==> config.mk <==
export PLATFORM = sky130hd
export DESIGN_NAME = parity_frame_ctrl_flat
export DESIGN_NICKNAME = d
export VERILOG_FILES = /design/src/rtl/parity_frame_ctrl_if.sv /design/src/rtl/parity_frame_ctrl.sv /design/src/flat_wrapper.sv
export SDC_FILE = /design/constraint.sdc
export NUM_CORES = 1
export LEC_CHECK = 0
export CORE_MARGIN = 4
export CORE_UTILIZATION = 55
export CTS_BUF_LIST = sky130_fd_sc_hd__clkbuf_8 sky130_fd_sc_hd__clkbuf_16
export CTS_CLUSTER_DIAMETER = 150
export DETAILED_ROUTE_END_ITERATION = 10
export MAX_ROUTING_LAYER = met4
export PLACE_DENSITY = 0.8
export SLEW_MARGIN = 20
export SYNTH_ARGS = -nofsm -noshare
export SYNTH_HDL_FRONTEND = slang
export SYNTH_SLANG_ARGS = --single-unit
==> constraint.sdc <==
create_clock -name clk -period 3.09 [get_ports clk]
set_input_delay 0.4635 -clock clk [delete_from_list [all_inputs] [get_ports clk]]
set_output_delay 0.4635 -clock clk [all_outputs]
set_load 0.01 [all_outputs]
==> src/rtl/parity_frame_ctrl_if.sv <==
// Frame-level handshake between the serial line front-end and the parity frame controller.
// The master drives the serial bit stream and frame control; the slave reports results.
interface parity_frame_ctrl_if #(
  parameter int DATA_W = 8,
  parameter int CNT_W  = 6
);
  logic              start;
  logic              data;
  logic              bit_valid;
  logic              abort;
  logic              busy;
  logic              done;
  logic              par_err;
  logic [DATA_W-1:0] data_out;
  logic [CNT_W-1:0]  frame_cnt;
  logic [CNT_W-1:0]  err_cnt;

  modport master (
    output start, data, bit_valid, abort,
    input  busy, done, par_err, data_out, frame_cnt, err_cnt
  );

  modport slave (
    input  start, data, bit_valid, abort,
    output busy, done, par_err, data_out, frame_cnt, err_cnt
  );
endinterface

==> src/rtl/parity_frame_ctrl.sv <==
// Frame sequencer for the serial parity datapath: captures DATA_W bits plus a parity bit,
// checks parity and keeps frame / error counters for status readout.
//
// state    | meaning
// S_IDLE   | waiting for start
// S_DATA   | accepting data bits on bit_valid
// S_PAR    | waiting for the parity bit
// S_REPORT | one-cycle done pulse with the frame result
module parity_frame_ctrl #(
  parameter int DATA_W = 8,
  parameter int ODD    = 0,
  parameter int CNT_W  = 6
) (
  input  logic              clk,
  input  logic              rst_n,
  parity_frame_ctrl_if.slave bus
);

  localparam int IDX_W = (DATA_W > 1) ? $clog2(DATA_W) : 1;
  localparam logic [IDX_W-1:0] LAST_IDX = IDX_W'(DATA_W - 1);
  localparam logic ODD_B = 1'(ODD);

  typedef enum logic [1:0] {
    S_IDLE   = 2'd0,
    S_DATA   = 2'd1,
    S_PAR    = 2'd2,
    S_REPORT = 2'd3
  } state_t;

  state_t             state;
  state_t             state_nxt;
  logic [IDX_W-1:0]   idx;
  logic               acc;
  logic [DATA_W-1:0]  shreg;
  logic [DATA_W-1:0]  data_out_q;
  logic               par_err_q;
  logic [CNT_W-1:0]   frame_cnt_q;
  logic [CNT_W-1:0]   err_cnt_q;
  logic               bit_take;
  logic               par_take;
  logic               frame_err;

  // abort outranks bit_valid, so a bit arriving with abort is never consumed
  assign bit_take  = (state == S_DATA) && bus.bit_valid && !bus.abort;
  assign par_take  = (state == S_PAR)  && bus.bit_valid && !bus.abort;
  assign frame_err = acc ^ bus.data ^ ODD_B;

  always_ff @(posedge clk or negedge rst_n) begin
    if (!rst_n) begin
      state <= S_IDLE;
    end else begin
      state <= state_nxt;
    end
  end

  always_comb begin
    state_nxt = state;
    case (state)
      S_IDLE: begin
        if (bus.start) state_nxt = S_DATA;
      end
      S_DATA: begin
        if (bus.abort)                       state_nxt = S_IDLE;
        else if (bit_take && idx == LAST_IDX) state_nxt = S_PAR;
      end
      S_PAR: begin
        if (bus.abort)     state_nxt = S_IDLE;
        else if (par_take) state_nxt = S_REPORT;
      end
      S_REPORT: state_nxt = S_IDLE;
      default:  state_nxt = S_IDLE;
    endcase
  end

  always_comb begin
    bus.busy = 1'b0;
    bus.done = 1'b0;
    case (state)
      S_DATA:   bus.busy = 1'b1;
      S_PAR:    bus.busy = 1'b1;
      S_REPORT: bus.done = 1'b1;
      default: ;
    endcase
  end

  always_ff @(posedge clk or negedge rst_n) begin
    if (!rst_n) begin
      idx         <= '0;
      acc         <= 1'b0;
      shreg       <= '0;
      data_out_q  <= '0;
      par_err_q   <= 1'b0;
      frame_cnt_q <= '0;
      err_cnt_q   <= '0;
    end else begin
      if (state == S_IDLE && bus.start) begin
        idx <= '0;
        acc <= 1'b0;
      end
      if (bit_take) begin
        shreg[idx] <= bus.data;
        acc        <= acc ^ bus.data;
        idx        <= idx + IDX_W'(1);
      end
      if (par_take) begin
        data_out_q  <= shreg;
        par_err_q   <= frame_err;
        frame_cnt_q <= frame_cnt_q + CNT_W'(1);
        if (frame_err && err_cnt_q != {CNT_W{1'b1}}) begin
          err_cnt_q <= err_cnt_q + CNT_W'(1);
        end
      end
    end
  end

  assign bus.data_out  = data_out_q;
  assign bus.par_err   = par_err_q;
  assign bus.frame_cnt = frame_cnt_q;
  assign bus.err_cnt   = err_cnt_q;

endmodule

==> src/flat_wrapper.sv <==
// flat-port wrapper written by rule: the top's interface ports become plain ports
module parity_frame_ctrl_flat 
#(
  parameter int DATA_W = 8,
  parameter int ODD    = 0,
  parameter int CNT_W  = 6
)
  (clk, rst_n, bus_start, bus_data, bus_bit_valid, bus_abort, bus_busy, bus_done, bus_par_err, bus_data_out, bus_frame_cnt, bus_err_cnt);
  parity_frame_ctrl_if #(.DATA_W(DATA_W), .CNT_W(CNT_W)) bus_i ();
  input  logic clk;
  input  logic rst_n;
  input wire logic [$bits(bus_i.start)-1:0] bus_start;
  input wire logic [$bits(bus_i.data)-1:0] bus_data;
  input wire logic [$bits(bus_i.bit_valid)-1:0] bus_bit_valid;
  input wire logic [$bits(bus_i.abort)-1:0] bus_abort;
  output wire logic [$bits(bus_i.busy)-1:0] bus_busy;
  output wire logic [$bits(bus_i.done)-1:0] bus_done;
  output wire logic [$bits(bus_i.par_err)-1:0] bus_par_err;
  output wire logic [$bits(bus_i.data_out)-1:0] bus_data_out;
  output wire logic [$bits(bus_i.frame_cnt)-1:0] bus_frame_cnt;
  output wire logic [$bits(bus_i.err_cnt)-1:0] bus_err_cnt;
  assign bus_i.start = bus_start;
  assign bus_i.data = bus_data;
  assign bus_i.bit_valid = bus_bit_valid;
  assign bus_i.abort = bus_abort;
  assign bus_busy = bus_i.busy;
  assign bus_done = bus_i.done;
  assign bus_par_err = bus_i.par_err;
  assign bus_data_out = bus_i.data_out;
  assign bus_frame_cnt = bus_i.frame_cnt;
  assign bus_err_cnt = bus_i.err_cnt;
  parity_frame_ctrl #(.DATA_W(DATA_W), .ODD(ODD), .CNT_W(CNT_W)) u_core (.clk(clk), .rst_n(rst_n), .bus(bus_i));
endmodule
-- After elaboration in Yosys (flattened, before gate mapping)
Cells that the tools add are included.
- bits in registers: 35
- output and inout bits: 23
- input bits: 6
- word-level logic and storage cells: 51
- $add $sub $neg: 3
- order comparisons: 2
- reductions and logical operators: 14
- bitwise operators: 1
- muxes and demuxes: 15
- equality and inequality tests: 8
- operators by type and width (operator ; number):
    adder 6 x 1 -> 6 bit, second input constant ; 2
    two-way mux 2 bit ; 5
    bitwise mux 8 bit ; 1
    logical AND 1 bit ; 8
    case mux 2 bit (4 select lines) ; 1
    two-way mux 3 bit ; 2
    != test 6 bit, second input constant ; 1
    two-way mux 1 bit ; 5
    equality test 2 bit, second input constant ; 2
    less-than comparator 3 x 4 -> 1 bit, second input constant ; 1
    adder 3 x 1 -> 3 bit, second input constant ; 1
    demux 1 bit (select 3 bit) ; 1
    equality test 3 bit, second input constant ; 1
    greater-or-equal comparator 3 x 1 -> 1 bit, second input constant ; 1
    != test 3 x 2 -> 1 bit, second input constant ; 1
    != test 3 bit, second input constant ; 1
    AND reduction 3 bit ; 1
    equality test 2 x 1 -> 1 bit, second input constant ; 1
    logical NOT 2 bit ; 1
    != test 2 bit, second input constant ; 1
    AND reduction 2 bit ; 1
    nonzero test 2 bit ; 1
    OR reduction 2 bit ; 1
    logical NOT 1 bit ; 1
    XOR 1 bit ; 1

-- Longest topological paths before layout
Gate-level depths: netlist of the first run.
- depth after elaboration: 7
- depth in mapped cells: 7
- mapped depth without buffers: 6

-- Least setup slack after synthesis of the first run
Ideal clock, no wire load.
- path kind: register -> register
- start point: reg u_core.state[0]
- end point: reg u_core.err_cnt_q[1], in the netlist u_core.bus.err_cnt[1]
- period minus slack after synthesis: 1715 ps
- path slack: 1375 ps
- data arrival time: 1591 ps
- path buffers: 0
- library setup time: 125 ps
- stages on the path, launching flop included: 6
- required time: 2965 ps
- cells stage by stage: dfrtp_1 -> inv_1 -> ha_1 -> nand3b_4 -> a311oi_4 -> mux2_2
- cells in the longest elaborated chain, start to end: 4
- RTL lines (item ; RTL line ; source):
    start: declaration ; parity_frame_ctrl.sv:30 ; state_t state;
    start signal: assignment ; parity_frame_ctrl.sv:52 ; state <= state_nxt;
    equality test 2 bit ; parity_frame_ctrl.sv:45 ; assign par_take = (state == S_PAR) && bus.bit_valid && !bus.abort;
    logical AND 1 bit (2 in a row) ; parity_frame_ctrl.sv:45 ;
    AND reduction 2 bit (no line) ; -- ;
    end signal: assignment ; parity_frame_ctrl.sv:110 ; err_cnt_q <= err_cnt_q + CNT_W'(1);
    end: declaration ; parity_frame_ctrl.sv:38 ; logic [CNT_W-1:0] err_cnt_q;
Every way passes these cells.
A chain may end at the register's enable or synchronous reset.

-- Final worst setup path of the first run
- start point: reg u_core.state[0]
- end point: out bus_busy
- cells in the longest elaborated chain, start to end: 3
- elaborated cells on any way between the ends: 4
- classes of those cells: eq/ne (2); mux (1); reduce/logical (1)
- RTL lines (item ; RTL line ; source):
    equality test 2 bit / equality test 2 x 1 -> 1 bit (equally long branches) ; parity_frame_ctrl.sv:78 ; case (state)
    OR reduction 2 bit (no line) (*) ; -- ;
    two-way mux 1 bit (*) ; parity_frame_ctrl.sv:78 ;
    end: declaration ; flat_wrapper.sv:16 ; output wire logic [$bits(bus_i.busy)-1:0] bus_busy;
Mark *: on every way between the ends. The rest lies on a longest branch, timed or not.

==> results by group, run 1 <==
Layout
  – Synthesis-to-layout area growth: 25.3%
  – # diodes: 0
  – Final net count: between 150 and 200
  – Layout cells sized above 1: 0.126

Detailed routing
  – Post-route ant nets: 0
  – Total wire length: 2860 µm
  – Total number of vias: roughly 1,100
  – DR pass1 iterations: 4
  – WL/cell: 13.4 µm
  – Initial drt markers: 36
  – DRC viols: 0
  – Vias per cell: about 5.3

Floorplanning
  – Die width: 62.7 µm
  – DIE AREA: 3940 µm²
  – IO Pins: 29
  – Core Box Area: 2810 µm²
  – DIE HEIGHT: 62.7 µm
  – Initial Util: 0.587
  – Row Count: 19

Worst hold path
  – Type of the most critical hold path: reg -> reg

Timing
  – RSZ-0062 raised after global routing: no
  – Endpoints failing setup: 0
  – Final Max Slew Viols: 0
  – Hold Worst Slack: 0.470 ns
  – Rel. slew slack: 0.718
  – Fin crit period: 2.02 ns
  – Top achievable clock speed: 496 MHz
  – Worst Tran Pin Value: 0.423 ns
  – Final setup TNS: 0 ns
  – Final Cycle Share: 0.653
  – Hold Vio Cnt, Final: 0
  – Setup ws final: between 1 and 1.5 ns
  – Clock skew: 0.00574 ns

Setup path
  – Crit-path max cell delay: 0.53 ns
  – Crit path DAT: approximately 1.6 ns
  – CP top delay family: buffers and inverters
  – Critical path, cell by cell: inv_1, ha_1, clkdlybuf4s50_1
  – Worst setup EP type: output pin
  – Worst-path maximum fanout: 4
  – Worst setup SP type: flip-flop
  – Critical Path RT: 2.63 ns
  – Crit path kind: reg -> out
  – Worst Path Buf+Inv: 2
  – Max stage delay cell, worst path: clkdlybuf4s50_1

Clock tree
  – Hold_buf cts: 0
  – CTS tree: built
  – Worst skew pair latency: about 0.28 ns
  – Resized cells post-CTS: 0
  – Bufs on Longest Clock Path: 2
  – CTS root buf: clkbuf_8
  – Clock-pin slew on the worst setup and hold paths: 0.06 ns
  – Inserted Clock Buffers: 5
  – H-tree depth: 2
  – Setup Buffers After CTS: 0
  – CTS Sinks: 35

GRT
  – Largest net degree at the start of global routing: 36
  – Vias in the first global route: 1,182
  – First-pass GRT wire length: ~5300 µm
  – Grt total ovfl: 0
  – GRT Total Usage: 0.173
  – Antenna violations before repair: 0

Synth
  – Top post-synthesis cells by area: dfrtp_1 53%, nand2_1 8.7%, ha_1 6.8%
  – Mapped cell area: 1650 µm²
  – Share of Yosys cell area claimed by the top area cell type: 0.532
  – Mapped Cells: 151
  – Ys Warns: 0
  – Register area share after synthesis: 0.532
  – Largest area contributor in the netlist: dfrtp_1
  – Yosys reg bits: 35
  – Distinct cells, synth: 27
  – Synthesized Nets: 166
  – Synthesized area per cell: 10.9 µm²

Placed design
  – PortBufs: 28
  – DPL Wire Length: 2080 µm
  – Setup WS pre-CTS: 0.878 ns
  – GPL Wtd Cong: 0.825

Power
  – Comb pwr share: 0.293
  – Peak VDD IR: 418 µV
  – Internal: ~1.1 mW
  – P_sw: 458 µW
  – Sequential Power Share: 0.433
  – Leakage: 1.02 nW
  – Clock network power share: 0.274
  – Sw Ratio: 0.303
  – Pwr Density: 733 nW/µm²

Flow run
  – Max-Cap Viols: 0

Run status
  – Status: finished, final reports clean
[metal layers]
metal	global-route usage	share of wire
met5	-	0
met4	0.0716	0.012
met3	0.0522	0.049
met2	0.273	0.48
met1	0.207	0.46
[placed cells by master (no fill, tap or decap), types with 4 or more instances in the layout]
| master | instances |
|---|---|
| clkdlybuf4s50_1 | 28 |
| nand3_1 | 5 |
| inv_1 | 4 |
| o21ai_0 | 4 |
| clkbuf_8 | 6 |
| xnor2_1 | 9 |
| nand2_1 | 38 |
| mux2_2 | 9 |
| nor2_1 | 5 |
| dfrtp_1 | 35 |
| ha_1 | 9 |
[worst reg2reg max path: cells and delay by family, from the launching register on]
family	cells	cell delay [ns]
AOI/OAI and AO/OA	1	0.43
adders and majority gates	1	0.29
DFF	1	0.40
and+or+nand+nor	1	0.21
muxes	1	0.38
buffers and inverters	1	0.13
[per-stage QoR]
stage          power, mW  instance area, µm²  std cells   util
2_1_floorplan      0.919                1650        151      -
3_3_place_gp        1.09                1950        205  0.694
3_5_place_dp        1.11                1950        205  0.694
4_1_cts             1.53                2060        213  0.736
5_1_grt             1.62                2060        213  0.736
6_report            1.51                2060        213  0.736
[kinds of logic (layout without fill, tap and decap cells)]
kind of cell	count (synthesis)	after routing	synth area share
fa+ha+maj	9	9	0.0683
buf+inv	10	41	0.0258
compound gates	10	10	0.0456
flops	35	35	0.532
xor+xnor	11	11	0.0585
simple gates	65	65	0.197
mux	11	11	0.0737
[power groups by stage]
| stage | clock, mW | sequential, mW | combinational (mW) |
|---|---|---|---|
| finish | 0.414 | 0.656 | 0.443 |
| global route | 0.449 | 0.671 | 0.500 |
| CTS | 0.424 | 0.654 | 0.449 |
| detailed placement | 0 | 0.662 | 0.448 |
| global placement | 0 | 0.654 | 0.432 |
| floorplan | 0 | 0.651 | 0.268 |
[registers in the layout, indices dropped and copies added (netlist names)]
register and cells:
u_core.shreg 8, u_core.idx 3, u_core.bus.data_out 8, u_core.state 2, u_core.bus.frame_cnt 6, u_core.bus.par_err 1, u_core.acc 1, u_core.bus.err_cnt 6
[path summary, 6_finish.rpt]
kind	endpoint	cells after the start	start	slack, ns
hold / removal	u_core.bus.data_out[5]$_DFFE_PN0P_	2	u_core.shreg[5]$_DFFE_PN0P_	0.47
min in group asynchronous	u_core.bus.frame_cnt[4]$_DFFE_PN0P_	2	rst_n	0.58
setup / recovery	bus_busy	3	u_core.state[0]$_DFFE_PN0P_	1.07
hold reg to reg	u_core.bus.data_out[5]$_DFFE_PN0P_	2	u_core.shreg[5]$_DFFE_PN0P_	0.47
setup reg to reg	u_core.bus.err_cnt[1]$_DFFE_PN0P_	5	u_core.state[0]$_DFFE_PN0P_	1.13
max in group asynchronous	u_core.bus.err_cnt[3]$_DFFE_PN0P_	2	rst_n	2.20
[synthesized netlist by cell type]
cell / n
a21o_1: 1
a21oi_1: 3
a311oi_4: 1
and3_1: 3
and3b_1: 1
buf_2: 4
clkbuf_1: 2
dfrtp_1: 35
ha_1: 9
inv_1: 4
mux2_2: 9
mux2i_1: 2
nand2_1: 38
nand2_2: 1
nand3_1: 5
nand3b_1: 3
nand3b_4: 1
nand4_1: 3
nor2_1: 5
nor2b_1: 1
nor3_1: 1
nor3b_2: 2
nor4_1: 1
o21ai_0: 4
o22ai_1: 1
xnor2_1: 9
xor2_1: 2
[final cells by class]
cell class / instances / area, µm²
Sequential cell: 35 / 876
Tap cell: 31 / 38.8
Fill cell: 186 / 741
Inverter: 4 / 15.0
Clock inverter: 2 / 35.0
Multi-Input combinational cell: 106 / 729
Timing Repair Buffer: 29 / 288
Clock buffer: 6 / 82.6
(Power assumes the default switching activity.)
==> run 2: changes to the inputs <==
--- a/config.mk
+++ b/config.mk
@@ -6,12 +6,12 @@
 export NUM_CORES = 1
 export LEC_CHECK = 0
 export CORE_MARGIN = 4
-export CORE_UTILIZATION = 55
+export CORE_UTILIZATION = 51
 export CTS_BUF_LIST = sky130_fd_sc_hd__clkbuf_8 sky130_fd_sc_hd__clkbuf_16
 export CTS_CLUSTER_DIAMETER = 150
 export DETAILED_ROUTE_END_ITERATION = 10
 export MAX_ROUTING_LAYER = met4
-export PLACE_DENSITY = 0.8
+export PLACE_DENSITY = 0.75
 export SLEW_MARGIN = 20
 export SYNTH_ARGS = -nofsm -noshare
 export SYNTH_HDL_FRONTEND = slang
==> constraint.sdc (replaced) <==
create_clock -name clk -period 2.1 [get_ports clk]
set_input_delay 0.315 -clock clk [delete_from_list [all_inputs] [get_ports clk]]
set_output_delay 0.315 -clock clk [all_outputs]
set_load 0.01 [all_outputs]
==> results by group, run 2 (same netlist as run 1, synthesis figures left out) <==
Timing
  – Final setup TNS: 0 ns
  – Worst Tran Pin Value: between 0.4 and 0.5 ns
  – Rel. slew slack: 0.719
  – Clock skew: 0.00126 ns
  – Final Max Slew Viols: 0
  – Top achievable clock speed: 531 MHz
  – Fin crit period: 1.88 ns
  – Final Cycle Share: 0.896
  – Hold Vio Cnt, Final: 0
  – Endpoints failing setup: 0
  – RSZ-0062 raised after global routing: no

Clock tree
  – Bufs on Longest Clock Path: 2
  – CTS Sinks: 35
  – Setup Buffers After CTS: 0
  – CTS root buf: clkbuf_8
  – Worst skew pair latency: approximately 0.28 ns
  – Clock-pin slew on the worst setup and hold paths: around 0.070 ns
  – Resized cells post-CTS: 0
  – H-tree depth: 2
  – CTS tree: built
  – Hold_buf cts: 0
  – Inserted Clock Buffers: 5

Flow run
  – Max-Cap Viols: 0

Placed design
  – GPL Wtd Cong: 0.813
  – Placed inst area: 2000 µm²
  – DPL Wire Length: around 2400 µm
  – PortBufs: 28

Floorplanning
  – Die width: 64.8 µm
  – Row Count: 20
  – DIE AREA: 4200 µm²
  – Core Box Area: 3080 µm²
  – Initial Util: 0.535
  – IO Pins: 29
  – DIE HEIGHT: 64.8 µm

GRT
  – Grt total ovfl: 0
  – GRT Total Usage: 0.175
  – First-pass GRT wire length: 5490 µm
  – Vias in the first global route: 1,258
  – Largest net degree at the start of global routing: 36
  – Antenna violations before repair: 0

Detailed routing
  – Vias per cell: 4.97
  – Total number of vias: around 1,100
  – DR pass1 iterations: 4
  – Post-route ant nets: 0
  – DRC viols: 0
  – Initial drt markers: 42
  – WL/cell: ~13 µm
  – Total wire length: 3070 µm

Power
  – Peak VDD IR: 586 µV
  – Leakage: between 1 and 1.5 nW
  – Pwr Density: 1000 nW/µm²
  – Pwr Total: 2.09 mW

Layout
  – Post-route cell area: 2090 µm²
  – # diodes: 0
  – Layout cells sized above 1: 0.144
  – Commonest non-fill, non-tap cell in the layout: nand2_1
  – Final net count: around 200
  – Commonest non-fill, non-tap cells in the layout: 38 x nand2_1, 35 x dfrtp_1, 28 x clkdlybuf4s50_1
  – Synthesis-to-layout area growth: 26.6%

Run status
  – Status: finished, final reports clean

Setup path
  – Worst setup SP type: flip-flop
  – Worst setup EP type: output pin
  – Crit path kind: reg -> out
  – Critical path, cell by cell: inv_1, ha_1, clkdlybuf4s50_1
  – Worst-path maximum fanout: 4
  – Crit-path max cell delay: 0.53 ns
  – Max stage delay cell, worst path: clkdlybuf4s50_1
  – Critical Path RT: 1.78 ns
  – Crit path DAT: 1.57 ns

Worst hold path
  – Type of the most critical hold path: in -> async
[run 2: cell count changes in the layout (fill, tap and decap cells not counted), sizes merged]
cell      previous run  this run
clkinvlp             0         1
buf                  1         6
inv                  4         5
bufinv               1         0
clkbuf               6         5
[run 2: routing by layer]
| layer | share of wire | track usage |
|---|---|---|
| met5 | 0 | - |
| met4 | 0 | 0.0343 |
| met3 | 0.041 | 0.0607 |
| met2 | 0.54 | 0.296 |
| met1 | 0.42 | 0.201 |
[run 2: layout make-up]
type,count,area [µm²]
clock buffers,5,68.8
clock inverters,3,16.3
fillers,250,992
inverters,4,15.0
multi-input cells,106,729
flip-flops and latches,35,876
well taps,44,55.1
repair buffers,34,325
[run 2: through the flow]
step	hold WS (ns)	utilization	cells	worst slack (ns)
floorplan	0.0194	-	151	0.385
global placement	0.451	0.650	223	0.237
detailed placement	0.459	0.650	223	0.181
CTS	0.446	0.678	231	0.196
global route	0.476	0.678	231	0.144
finish	0.436	0.678	231	0.218
[run 2: power breakdown]
part | total, mW | switching [mW] | internal [mW]
sequential | 0.963 | 0.141 | 0.822
combinational | 0.674 | 0.314 | 0.360
clock | 0.450 | 0.223 | 0.226
total | 2.09 | 0.678 | 1.41
[run 2: worst max-delay path, delay by kind of cell, from the launching register on]
family                   cells  cell delay, ns
buffers and inverters        2            0.63
flip-flops                   1            0.38
adder cells (fa/ha/maj)      1            0.29
[run 2: worst paths after layout]
kind | startpoint | cells past startpoint | end | slack, ns
min in group clk | u_core.bus.data_out[4]$_DFFE_PN0P_ | 2 | u_core.bus.data_out[4]$_DFFE_PN0P_ | 0.47
max in group asynchronous | rst_n | 2 | u_core.state[0]$_DFFE_PN0P_ | 1.36
worst min-delay path | rst_n | 2 | u_core.bus.frame_cnt[2]$_DFFE_PN0P_ | 0.44
worst max-delay path | u_core.state[0]$_DFFE_PN0P_ | 3 | bus_busy | 0.22
worst min register to register | u_core.bus.data_out[4]$_DFFE_PN0P_ | 2 | u_core.bus.data_out[4]$_DFFE_PN0P_ | 0.47
worst max register to register | u_core.state[0]$_DFFE_PN0P_ | 7 | u_core.bus.err_cnt[4]$_DFFE_PN0P_ | 0.31
==> run 3: changes to the inputs <==
--- a/config.mk
+++ b/config.mk
@@ -11,7 +11,7 @@
 export CTS_CLUSTER_DIAMETER = 150
 export DETAILED_ROUTE_END_ITERATION = 10
 export MAX_ROUTING_LAYER = met4
-export PLACE_DENSITY = 0.75
+export PLACE_DENSITY = 0.88
 export SLEW_MARGIN = 20
 export SYNTH_ARGS = -nofsm -noshare
 export SYNTH_HDL_FRONTEND = slang
==> results by group, run 3 (same netlist as run 1, synthesis figures left out) <==
Setup path
  – Crit path kind: reg -> out
  – Worst-path maximum fanout: 4
  – Crit path DAT: 1.59 ns
  – Worst setup EP type: output pin
  – Critical Path RT: 1.78 ns
  – Worst setup SP type: flip-flop

Floorplanning
  – IO Pins: 29
  – Initial Util: 0.535
  – DIE AREA: 4200 µm²
  – DIE HEIGHT: 64.8 µm
  – Core Box Area: between 3000 and 4000 µm²
  – Row Count: 20
  – Die width: 64.8 µm

GRT
  – Grt total ovfl: 0
  – Largest net degree at the start of global routing: 36
  – Vias in the first global route: 1,275
  – First-pass GRT wire length: 5650 µm
  – GRT Total Usage: 0.184
  – Antenna violations before repair: 0

Clock tree
  – CTS tree: built
  – H-tree depth: 2
  – Inserted Clock Buffers: 5
  – Clock-pin slew on the worst setup and hold paths: 0.06 ns
  – Hold_buf cts: 0
  – Resized cells post-CTS: 0
  – CTS Sinks: 35
  – CTS root buf: clkbuf_8
  – Bufs on Longest Clock Path: 2
  – Worst skew pair latency: ~0.28 ns
  – Setup Buffers After CTS: 0

Layout
  – Final std cells w/o fill: 229
  – Layout cells sized above 1: 0.135
  – Final net count: 200
  – # diodes: 0
  – Finished Core Util: 0.681
  – Commonest non-fill, non-tap cells in the layout: 38 x nand2_1, 35 x dfrtp_1, 28 x clkdlybuf4s50_1
  – Post-route cell area: 2100 µm²
  – Synthesis-to-layout area growth: 27.2%
  – Commonest non-fill, non-tap cell in the layout: nand2_1

Flow run
  – Max-Cap Viols: 0

Timing
  – Top achievable clock speed: approximately 520 MHz
  – Clock skew: 0.00636 ns
  – Rel. slew slack: 0.710
  – Endpoints failing setup: 0
  – RSZ-0062 raised after global routing: no
  – Final Max Slew Viols: 0
  – Worst Tran Pin Value: roughly 0.43 ns
  – Final setup TNS: 0 ns
  – Hold Worst Slack: 0.440 ns
  – Fin crit period: between 1.5 and 2 ns
  – Final Cycle Share: 0.910
  – Hold Vio Cnt, Final: 0

Detailed routing
  – DRC viols: 0
  – Total wire length: roughly 3200 µm
  – Vias per cell: around 5.2
  – WL/cell: roughly 14 µm
  – Total number of vias: 1,184
  – Initial drt markers: 68
  – DR pass1 iterations: 4
  – Post-route ant nets: 0

Power
  – Leakage: about 1.0 nW
  – Pwr Density: 1050 nW/µm²
  – Peak VDD IR: about 620 µV

Placed design
  – Placed inst area: 1990 µm²
  – DPL Wire Length: 2320 µm
  – PortBufs: 28
  – GPL Wtd Cong: 0.890
  – Placed cells: between 200 and 250

Run status
  – Status: finished, final reports clean

Worst hold path
  – Type of the most critical hold path: in -> async
==> run 3: cell count changes in the layout (fill, tap and decap cells not counted) <==
cell        before  now
buf_4            6    5
bufinv_16        0    1
clkinv_2         1    0
clkinvlp_4       1    0
==> run 3: worst max-delay path, stage by stage, from the launching register on <==
cell	delay, ns
dfrtp_1	0.40
inv_1	0.11
ha_1	0.29
clkdlybuf4s50_1	0.52
==> run 3: report_power, final <==
part	leakage, nW	internal (mW)	switching [mW]	total [mW]
Sequential	0.474	0.822	0.143	0.965
Clock	0.0554	0.342	0.216	0.558
Combinational	0.505	0.359	0.328	0.687
==> run 3: metrics by stage <==
| stage | setup slack (ns) | power [mW] |
|---|---|---|
| 6_report | 0.190 | 2.21 |
| 5_1_grt | 0.104 | 2.37 |
| 4_1_cts | 0.153 | 2.24 |
| 3_5_place_dp | 0.170 | 1.66 |
| 3_3_place_gp | 0.223 | 1.60 |
| 2_1_floorplan | 0.385 | 1.35 |
==> run 3: area by class of cell <==
| type | instances | area (µm²) |
|---|---|---|
| fillers | 253 | 982 |
| flip-flops and latches | 35 | 876 |
| multi-input cells | 106 | 729 |
| repair buffers | 33 | 318 |
| clock buffers | 5 | 68.8 |
| well taps | 44 | 55.1 |
| clock inverters | 2 | 33.8 |
| inverters | 4 | 15.0 |
==> run 3: path summary, 6_finish.rpt <==
path,depth (start not counted),slack [ns],end,start
worst max-delay path,3,0.19,bus_busy,u_core.state[0]$_DFFE_PN0P_
worst min-delay path,2,0.44,u_core.bus.frame_cnt[4]$_DFFE_PN0P_,rst_n
worst max register to register,5,0.24,u_core.bus.err_cnt[1]$_DFFE_PN0P_,u_core.state[0]$_DFFE_PN0P_
worst min register to register,2,0.46,u_core.bus.data_out[4]$_DFFE_PN0P_,u_core.shreg[4]$_DFFE_PN0P_
max in group asynchronous,2,1.35,u_core.bus.err_cnt[4]$_DFFE_PN0P_,rst_n
min in group clk,2,0.46,u_core.bus.data_out[4]$_DFFE_PN0P_,u_core.shreg[4]$_DFFE_PN0P_
==> run 3: routing by layer <==
metal  routed length, µm  part of all wire  track usage
met3                 181             0.057       0.0624
met1                1250              0.40        0.192
met5                   0                 0            -
met2                1680              0.53        0.317
met4                  56             0.018       0.0765
==> RTL change 1 (settings of run 3) <==
`DATA_W` is set to 8 in 3 places; all go to 4.
--- a/src/rtl/parity_frame_ctrl_if.sv
+++ b/src/rtl/parity_frame_ctrl_if.sv
@@ -1,7 +1,7 @@
 // Frame-level handshake between the serial line front-end and the parity frame controller.
 // The master drives the serial bit stream and frame control; the slave reports results.
 interface parity_frame_ctrl_if #(
-  parameter int DATA_W = 8,
+  parameter int DATA_W = 4,
   parameter int CNT_W  = 6
 );
   logic              start;
--- a/src/rtl/parity_frame_ctrl.sv
+++ b/src/rtl/parity_frame_ctrl.sv
@@ -7,7 +7,7 @@
 // S_PAR    | waiting for the parity bit
 // S_REPORT | one-cycle done pulse with the frame result
 module parity_frame_ctrl #(
-  parameter int DATA_W = 8,
+  parameter int DATA_W = 4,
   parameter int ODD    = 0,
   parameter int CNT_W  = 6
 ) (
--- a/src/flat_wrapper.sv
+++ b/src/flat_wrapper.sv
@@ -1,7 +1,7 @@
 // flat-port wrapper written by rule: the top's interface ports become plain ports
 module parity_frame_ctrl_flat 
 #(
-  parameter int DATA_W = 8,
+  parameter int DATA_W = 4,
   parameter int ODD    = 0,
   parameter int CNT_W  = 6
 )
Ports: changed (resized bus_data_out); port bits go from 29 to 25. The function was not compared with the original's and may differ.
==> RTL change 1 against run 3 <==
- via count fell by 19%
- largest cell class unchanged
- area after synthesis fell by 20%
- power is 23% lower
- sequential cell count down 9
- wire length shrank 24%
- final area down 22%
- worst setup slack gained 0.021 ns
- first-iteration DRC count decreased by 69%
- critical endpoint unchanged
- core utilization shrank 2.4 points
- global-route usage is 1.5 points lower
==> RTL change 1: results (changes against run 3) <==
Drt
- first-iteration detailed-routing DRC count: 21, was 68
- overall routed net length: 2.417 mm, was 3.169 mm

Setup path
- arrival time worst endpoint: 1.57 ns, was 1.59 ns

Place
- DP Wirelength: 1.891 mm, was 2.316 mm
- Setup WS pre-CTS: 0.1349 ns, was 0.1696 ns
- IO buf count: 24, was 28
- weighted congestion reported at the end of routability-driven placement: 0.7785, was 0.8895

Synthesis
- adder-cell area share of the yosys netlist: 10.46%, was 6.834%
- distinct cell type count of the synthesized netlist: 23, was 27
- post-synthesis share of cell area spent on xor and xnor gates: 5.323%, was 5.847%
- main area contributors after synthesis: sky130_fd_sc_hd__dfrtp_1 49%, sky130_fd_sc_hd__ha_1 10%, sky130_fd_sc_hd__nand2_1 8.3%, was sky130_fd_sc_hd__dfrtp_1 53%, sky130_fd_sc_hd__nand2_1 8.7%, sky130_fd_sc_hd__ha_1 6.8%
- sequential-to-total area share from yosys stat: 49.43%, was 53.15%
- synthesized-area fraction occupied by ao, oa, aoi and oai cells: 3.897%, was 4.556%

Final layout
- number of fill cells: 197, was 253
- number of nets in the layout: 169, was 200
- share of final-layout standard cells stronger than drive strength 1: 10.67%, was 13.51%

Global route
- pin count of the biggest net entering global routing: 27, was 36
- via count of the first global-routing pass: 992, was 1,275

STA
- crit path time final: 1.889 ns, was 1.910 ns
- Layout Skew: 0.001355 ns, was 0.006358 ns

Run status
- status: complete, no violations, unchanged

Pwr
- peak supply drop: 0.9601 mV, was 0.6230 mV
- switching power: 0.0005784 W, was 0.0006864 W
- static power due to leakage: 0.7521 nW, was 1.035 nW

Clocking
- htree depth: 1, was 2
- number of buffers created by CTS: 3, was 5

## RTL change 1: metal layers
metal / vias to the layer above / wire [um] / GRT usage (%)
met5: - / 0 / -
met4: 0 / 53 / 6.796
met3: 5 / 140 / 2.851
met2: 33 / 1203 / 28.23
met1: 446 / 1019 / 20.22
li1: 472 / - / -
## RTL change 1: stage by stage
step                      hold slack, ns  area [um2]  power, W  std cells  util (%)
after detailed placement          0.4551        1587  0.001452        177     64.04
after CTS                         0.4101        1628  0.001728        180     65.71
after floorplan                  0.01941        1316  0.001148        123         -
after global placement            0.4474        1587  0.001404        177     64.04
final                             0.4046        1628  0.001704        180     65.71
after global routing              0.4201        1628  0.001858        180     65.71
## RTL change 1: cell type report
type | count | share of cell area (%)
Clock buffer | 3 | 2.537
Multi-Input combinational cell | 89 | 38.12
Inverter | 6 | 1.384
Timing Repair Buffer | 26 | 15.68
Tap cell | 30 | 2.306
Sequential cell | 26 | 39.97
## RTL change 1: how the worst max path moves through the flow
stage / from / cells after the start / endpoint
after CTS: u_core.state[1] / 3 / bus_busy
after detailed placement: bus_abort / 4 / u_core.bus.err_cnt[3]
after global placement: bus_abort / 4 / u_core.bus.err_cnt[4]
after global routing: u_core.state[1] / 3 / bus_busy
final: u_core.state[1] / 3 / bus_busy
after floorplan: u_core.state[0] / 6 / u_core.bus.err_cnt[4]
## RTL change 1: power by group through the flow
stage,sequential (W),clock [W],combinational [W]
after global routing,0.000790,0.000301,0.000767
after floorplan,0.000782,0,0.000366
final,0.000764,0.000275,0.000665
after global placement,0.000764,0,0.000640
after detailed placement,0.000774,0,0.000678
after CTS,0.000766,0.000282,0.000680
## RTL change 1: worst max-delay path, cell delays in order (launching register included)
cell and delay [ns]:
sky130_fd_sc_hd__dfrtp_1 0.39, sky130_fd_sc_hd__inv_1 0.10, sky130_fd_sc_hd__ha_1 0.28, sky130_fd_sc_hd__clkdlybuf4s50_1 0.53
## RTL change 1: cell families (layout without fill, tap and decap cells)
group / count (synthesis) / count (layout)
compound gates: 9 / 9
flops: 26 / 26
mux: 11 / 11
xor+xnor: 8 / 8
buf+inv: 8 / 35
fa+ha+maj: 11 / 11
simple gates: 50 / 50
==> RTL change 2 (config.mk and constraints of run 3) <==
Without the edit above. Re-encode `state_t` (4 states) as one-hot, 4 bits wide.
--- a/src/rtl/parity_frame_ctrl.sv
+++ b/src/rtl/parity_frame_ctrl.sv
@@ -20,11 +20,11 @@
   localparam logic [IDX_W-1:0] LAST_IDX = IDX_W'(DATA_W - 1);
   localparam logic ODD_B = 1'(ODD);
 
-  typedef enum logic [1:0] {
-    S_IDLE   = 2'd0,
-    S_DATA   = 2'd1,
-    S_PAR    = 2'd2,
-    S_REPORT = 2'd3
+  typedef enum logic [3:0] {
+    S_IDLE   = 4'b0001,
+    S_DATA   = 4'b0010,
+    S_PAR    = 4'b0100,
+    S_REPORT = 4'b1000
   } state_t;
 
   state_t             state;
Check against the original RTL: no difference found for any inputs over 10 cycles, from zero or initial values and one cycle with rst_n low; not proved beyond that.
==> RTL change 2 against run 3 <==
- final area increased by 2.4%
- sequential cell count increased by 2
- worst setup slack worse by 0.016 ns
- area after synthesis increased by 0.99%
- clock skew rose by 0.00089 ns
- first-iteration DRC count fell by 44%
- wire length up 6.2%
- critical path type unchanged
Power is not compared: it rests on default switching activity, and its combinational part moved more than twofold at a synthesized area within 25%.
==> RTL change 2: results (changes against run 3) <==
Place
- Setup WS pre-CTS: -0.1019 ns, was 0.1696 ns
- post-placement cell area: 2028 um2, was 1993 um2
- weighted congestion reported at the end of routability-driven placement: 0.7621, was 0.8895
- DP Wirelength: 2.401 mm, was 2.316 mm
- placed insts: 227, was 222

Global route
- via count of the first global-routing pass: 1,339, was 1,275
- grt met1 use: 19.95%, was 19.24%
- GR met2 Demand/Resource: 32.31%, was 31.67%
- first-pass GRT wire length: 5.830 mm, was 5.651 mm
- GRT Overall Usage: 18.78%, was 18.42%
- GR met3 Demand/Resource: 5.812%, was 6.239%
- pin count of the biggest net entering global routing: 38, was 36

Final layout
- area of all sequential standard cells: 927.1 um2, was 875.8 um2
- Signal buf overhead: 15.80%, was 15.16%
- Layout Utilization: 69.72%, was 68.09%
- clock buffer count: 6, was 5
- area occupied by multi-input gates: 700.7 um2, was 729.5 um2
- non-clock buffer instance count of the final layout: 36, was 33

Synthesis
- distinct cell type count of the synthesized netlist: 32, was 27
- main area contributors after synthesis: sky130_fd_sc_hd__dfrtp_1 54%, sky130_fd_sc_hd__nand2_1 8.6%, sky130_fd_sc_hd__mux2_2 6.8%, was sky130_fd_sc_hd__dfrtp_1 53%, sky130_fd_sc_hd__nand2_1 8.7%, sky130_fd_sc_hd__ha_1 6.8%
- Post-Synthesis Net Count: 164, was 166
- cell types with the highest counts after synthesis: 38 x sky130_fd_sc_hd__nand2_1, 36 x sky130_fd_sc_hd__dfrtp_1, 10 x sky130_fd_sc_hd__mux2_2, 8 x sky130_fd_sc_hd__nor3_1, was 38 x sky130_fd_sc_hd__nand2_1, 35 x sky130_fd_sc_hd__dfrtp_1, 9 x sky130_fd_sc_hd__ha_1, 9 x sky130_fd_sc_hd__mux2_2, 9 x sky130_fd_sc_hd__xnor2_1
- syn avg cell area: 10.81 um2, was 10.91 um2

Setup path
- minimum setup slack among reg-to-reg paths: 0.33 ns, was 0.24 ns
- arrival time worst endpoint: 1.61 ns, was 1.59 ns
- reg2reg end: u_core.shreg[2], was u_core.bus.err_cnt[1]
- reg-to-reg startpoint: u_core.state[3], was u_core.state[0]

Clocking
- number of clock sinks: 37, was 35
- Resized cells post-CTS: 2, was 0

STA
- Layout Skew: 0.007244 ns, was 0.006358 ns
- post-route worst setup slack: 0.1742 ns, was 0.1900 ns
- headroom to the max-slew limit: 69.47%, was 71.03%

Drt
- routed vias: 1,241, was 1,184
- wire length per cell after detailed routing: 14.33 um, was 13.84 um
- first-iteration detailed-routing DRC count: 38, was 68
- average vias per placed instance: 5.281, was 5.170

Run status
- status: complete, no violations, unchanged

Pwr
- Tot Pwr: 0.001529 W

Floorplan
- width of the chip: 65.12 um, was 64.84 um

RTL change 2: cell types whose count changed after synthesis, sizes merged, moves of 3 or more:
cell           run 3  this run
nor4b              0         4
xnor2              9         5
nand3b             4         0
nor3               1         8
o21ai              4         0
nor2b              1         4
ha                 9         4
RTL change 2: kinds of logic after synthesis:
kind of cell | synth area share, %
fa+ha+maj | 3.008
mux | 6.767
buf+inv | 2.330
flops | 55.71
xor+xnor | 4.737
compound gates | 4.211
simple gates | 23.23
RTL change 2: worst max-delay path: cells and delay by family, from the launching register on:
kind | cells | cell delay, ns
buf+inv | 1 | 0.59
flops | 1 | 0.48
simple gates | 1 | 0.26
RTL change 2: routing by layer:
layer  vias to the layer above  routed length (um)
li1                        597                   -
met1                       609                1412
met2                        27                1740
met3                         8                 153
met4                         0                  61
met5                         -                   0
